==> src/rtl/sysid_rom_arb.sv <==
// Round-robin arbiter and read sequencer sharing one fixed-latency system-ID ROM
// between two pulse-handshake register requesters.
module sysid_rom_arb #(
  parameter int ROM_WIDTH     = 32,
  parameter int ROM_ADDR_BITS = 6,
  parameter int ROM_LATENCY   = 1
) (
  input  logic                     up_clk,
  input  logic                     up_rst,
  input  logic                     req0_rreq,
  input  logic [ROM_ADDR_BITS-1:0] req0_raddr,
  output logic                     req0_rack,
  output logic [ROM_WIDTH-1:0]     req0_rdata,
  input  logic                     req1_rreq,
  input  logic [ROM_ADDR_BITS-1:0] req1_raddr,
  output logic                     req1_rack,
  output logic [ROM_WIDTH-1:0]     req1_rdata,
  output logic [ROM_ADDR_BITS-1:0] rom_addr,
  input  logic [ROM_WIDTH-1:0]     rom_data,
  output logic [1:0]               ovf,
  input  logic [1:0]               ovf_clr,
  output logic                     busy
);

  typedef enum logic [1:0] {IDLE = 2'd0, WAIT = 2'd1, CAPTURE = 2'd2} state_t;

  state_t                   state, state_nxt;
  logic [1:0]               pend, rreq, accept, drop, pend_clr;
  logic [ROM_ADDR_BITS-1:0] addr0, addr1;
  logic [2:0]               wait_cnt;
  logic                     last_grant, grant_sel, do_grant, do_capture;

  assign rreq      = {req1_rreq, req0_rreq};
  assign accept    = rreq & ~pend;
  assign drop      = rreq & pend;
  // Requester 1 wins if it is alone, or if both wait and requester 0 was served last.
  assign grant_sel = pend[1] & (~pend[0] | ~last_grant);
  // last_grant always names the requester currently in service.
  assign pend_clr  = do_capture ? (last_grant ? 2'b10 : 2'b01) : 2'b00;
  assign busy      = (state != IDLE);

  always_ff @(posedge up_clk) begin
    if (up_rst) state <= IDLE;
    else        state <= state_nxt;
  end

  always_comb begin
    state_nxt  = state;
    do_grant   = 1'b0;
    do_capture = 1'b0;
    case (state)
      IDLE: begin
        if (|pend) begin
          do_grant  = 1'b1;
          state_nxt = WAIT;
        end
      end
      WAIT: begin
        if (wait_cnt == 3'd1) state_nxt = CAPTURE;
      end
      CAPTURE: begin
        do_capture = 1'b1;
        state_nxt  = IDLE;
      end
      default: state_nxt = IDLE;
    endcase
  end

  always_ff @(posedge up_clk) begin
    if (up_rst) begin
      pend       <= 2'b00;
      ovf        <= 2'b00;
      last_grant <= 1'b1;
      wait_cnt   <= 3'd0;
      rom_addr   <= '0;
      req0_rack  <= 1'b0;
      req1_rack  <= 1'b0;
      req0_rdata <= '0;
      req1_rdata <= '0;
    end else begin
      pend <= (pend & ~pend_clr) | accept;
      // A fresh overflow beats a clear in the same cycle.
      ovf  <= (ovf & ~ovf_clr) | drop;
      if (do_grant) begin
        last_grant <= grant_sel;
        wait_cnt   <= 3'(ROM_LATENCY);
        rom_addr   <= grant_sel ? addr1 : addr0;
      end else if (state == WAIT) begin
        wait_cnt <= wait_cnt - 3'd1;
      end
      req0_rack  <= do_capture & ~last_grant;
      req1_rack  <= do_capture & last_grant;
      req0_rdata <= (do_capture & ~last_grant) ? rom_data : '0;
      req1_rdata <= (do_capture & last_grant) ? rom_data : '0;
    end
  end

  always_ff @(posedge up_clk) begin
    if (accept[0]) addr0 <= req0_raddr;
    if (accept[1]) addr1 <= req1_raddr;
  end

endmodule

==> config.mk <==
export PLATFORM = sky130hd
export DESIGN_NAME = sysid_rom_arb
export DESIGN_NICKNAME = d
export VERILOG_FILES = /design/src/rtl/sysid_rom_arb.sv
export SDC_FILE = /design/constraint.sdc
export NUM_CORES = 1
export LEC_CHECK = 0
export BUFFER_PORTS_ARGS = -buffer_cell sky130_fd_sc_hd__clkbuf_2
export CORE_AREA = 2 2 80 82
export CTS_BUF_LIST = sky130_fd_sc_hd__clkbuf_8
export CTS_CLUSTER_SIZE = 25
export DETAILED_ROUTE_END_ITERATION = 16
export DIE_AREA = 0 0 82 84
export GPL_ROUTABILITY_DRIVEN = 0
export GPL_TIMING_DRIVEN = 1
export PLACE_DENSITY = 0.81
export SLEW_MARGIN = 0
export SYNTH_ARGS = -nofsm -noshare
export SYNTH_HDL_FRONTEND = slang
export SYNTH_SLANG_ARGS = --single-unit
==> constraint.sdc <==
create_clock -name up_clk -period 2.1 [get_ports up_clk]
set_input_delay 0.105 -clock up_clk [delete_from_list [all_inputs] [get_ports up_clk]]
set_output_delay 0.105 -clock up_clk [all_outputs]
set_load 0.01 [all_outputs]
==> results.json <==
{
  "fin_crit_ns": 1.64,
  "cts_tree": "done",
  "crit_chain": "nor2_1 -> inv_1 -> clkbuf_2",
  "p_leak_nw": 1.97,
  "clock_skew_ns": 0.0139,
  "synth_fp_nets": 281,
  "core_area_sq_mm": 0.00610,
  "grt_max_degree": 26,
  "clock_latency_ns": 0.35,
  "combPwrFrac": 0.104,
  "cts_resized": 0,
  "tightest_slew_ns": 0.739,
  "crit_type": "reg -> out",
  "setup-violations-final": 0,
  "synthFlopType": "dfxtp_1",
  "clockBufferDepth": 2,
  "p_seq_frac": 0.566,
  "cp_max_fo": 11,
  "min_period_over_period": 0.780,
  "place_ws_ns": 0.666,
  "ff_latch_area_sq_mm": 0.00200,
  "drive_gt1_frac": 0.371,
  "wl_per_cell_microns": 14.2,
  "multi_input_area_sq_um": 857,
  "start_kind": "flip-flop",
  "clock_sinks": 94,
  "overflow": 0,
  "p_clk_frac": 0.330,
  "cp-end-kind": "primary output",
  "synth_seq_cells": 94,
  "htreeDepth": 3,
  "slew_headroom": 0.506,
  "max-vdd-ir-drop_uv": 501,
  "power.net_switching_mw": 0.791,
  "synth_cells": 229,
  "pin_count": 125,
  "synth_mux_area_frac": 0.0205,
  "ctsHoldBuffers": 45,
  "antenna_found_initial": 0,
  "cts_buffers": 9,
  "critPathMaxStageDelay_ns": 0.58,
  "p_int_mw": 2.59,
  "dp_hpwl_microns": 4290,
  "initial_core_util": 0.481,
  "yosysSeqAreaShare": 0.683,
  "utilization": 0.700,
  "grt_pass1_wl_microns": 10800,
  "ant_nets": 0,
  "grt_pass1_vias": 2279,
  "clkTransAtPathRegs_ns": 0.09,
  "min_path_type": "in -> reg",
  "areaGrowthSynthToFinish_pct": 45.5,
  "crit_slowest_cell": "nor2_1",
  "die_area_sq_mm": 0.00689,
  "root_buffer": "clkbuf_8",
  "cp_num_buf_inv": 2,
  "hold_viol": 0,
  "grtUsageTotal": 0.212,
  "p_per_area_mw_per_mm2": 793,
  "via_per_inst": 4.57,
  "wl_microns": 6870,
  "syn-cell-area_sq_mm": 0.00293,
  "rows": 29,
  "placed_cells": 423,
  "synthAdderAreaFrac": 0.00854,
  "die_h_microns": 84,
  "n_antenna_cell": 0,
  "synth_edf_count": 12,
  "cp_top_family": "simple AND/OR/NAND/NOR gates",
  "avgSynthCellArea_sq_um": 12.8,
  "die_x_microns": 82,
  "cp_data_arrival_time_ns": 1.53,
  "synth_top_family_by_area": "simple AND/OR/NAND/NOR gates",
  "status": "completed",
  "drt-pass1-iter-count": 4,
  "ys_types": 31,
  "maxCapViolations": 0,
  "final.fill_count": 464,
  "fin_tns_setup_ns": 0,
  "setup_ws_ns": 0.462,
  "postCtsSetupRepairBufs": 0,
  "maxSlewViolCount": 0,
  "rsz0062_at_grt": "no",
  "drc": 0,
  "cp.required_ns": 2.00,
  "synth_xor_area_frac": 0.00598,
  "final_cells": 484,
  "async_flop_share": 0,
  "fin_nets": 454,
  "total_power_mw": 3.38,
  "drt-initial-drc-count": 129,
  "p_sw_frac": 0.234,
  "port-buffer-count": 124,
  "fmax_mhz": 610,
  "vias": 2210,
  "synth-compound-area-share": 0.0683,
  "yosys.area_share.simple": 0.187,
  "ys_warn_count": 0
}
layout make-up:
class,count,share of cell area
repair buffers,173,0.261
clock inverters,7,0.0132
flip-flops and latches,94,0.469
well taps,77,0.0226
multi-input cells,120,0.201
clock buffers,9,0.0290
inverters,4,0.00352
placed cells by master (no fill, tap or decap), drive strengths merged, types with 2 or more instances in the layout:
cell type and instances:
clkinv 4, nand2 5, dlygate4sd3 45, nand2b 3, buf 4, and2b 2
nor2b 2, mux2i 6, a21oi 10, edfxtp 12, dfxtp 82, a211oi 7
inv 5, nor2 5, nor3 2, and2 65, ha 2, clkbuf 133
sequential cells by signal (all words and copies together), names as in the netlist:
register / cells
req0_rack: 1
addr1: 6
req1_rdata: 32
state: 2
req0_rdata: 32
pend: 2
last_grant: 1
rom_addr: 6
wait_cnt: 3
ovf: 2
addr0: 6
req1_rack: 1
Yosys cell counts (2+ instances only):
library cell	count	area [sq um]
a211oi_2	6	75.1
a21oi_1	10	50.1
and2_1	64	400
and2b_1	2	15.0
buf_2	6	30.0
buf_6	2	22.5
clkbuf_1	2	7.51
dfxtp_1	82	1640
edfxtp_1	12	360
ha_1	2	25.0
inv_1	4	15.0
mux2i_1	6	60.1
nand2_1	5	18.8
nand2b_1	3	18.8
nor2_1	5	18.8
nor2b_1	2	12.5
nor3_2	2	20.0
worst reg2reg max path, stage by stage, from the launching register on:
cell and delay, ns:
dfxtp_1 0.33, nor2_1 0.58, nand2_1 0.13, a221o_1 0.37
kinds of logic (layout without fill, tap and decap cells):
| kind of cell | count (synthesis) | in the layout |
|---|---|---|
| muxes | 6 | 6 |
| buffers and inverters | 15 | 193 |
| xor gates and xnor gates | 2 | 2 |
| and+or+nand+nor | 88 | 88 |
| AOI/OAI and AO/OA | 22 | 22 |
| adders and majority gates | 2 | 2 |
| DFF | 94 | 94 |
power groups by stage:
stage,registers [mW],logic [mW],clock network (mW)
after floorplan,1.96,0.169,0
after global placement,1.95,0.272,0
after detailed placement,1.95,0.279,0
after CTS,1.91,0.348,1.14
after global routing,1.92,0.386,1.22
final,1.91,0.353,1.12
metal layers:
metal  up-vias  GRT usage  routed length, microns
li1       1087          -                       -
met1      1018      0.233                    2570
met2        86      0.362                    3770
met3        19     0.0519                     330
met4         0      0.120                     195
met5         -          0                       0
through the flow:
stage               instance area [sq um]  hold WS [ns]
global route                         4260        0.0121
CTS                                  4260       0.00748
floorplan                            2930         0.204
global placement                     3630         0.283
detailed placement                   3630         0.284
finish                               4260        0.0121
worst paths after layout:
check                           startpoint                      end  slack, ns  cells after the start
setup / recovery     state[1]$_SDFFE_PP0P_                     busy       0.46                      3
hold reg to reg   wait_cnt[2]$_SDFFE_PP0N_    state[1]$_SDFFE_PP0P_       0.47                      1
hold / removal                  ovf_clr[1]        ovf[1]$_SDFF_PP0_       0.01                      3
setup reg to reg     state[1]$_SDFFE_PP0P_  last_grant$_SDFFE_PP1P_       0.57                      3
Note: power is estimated with default switching activity, not from simulation.
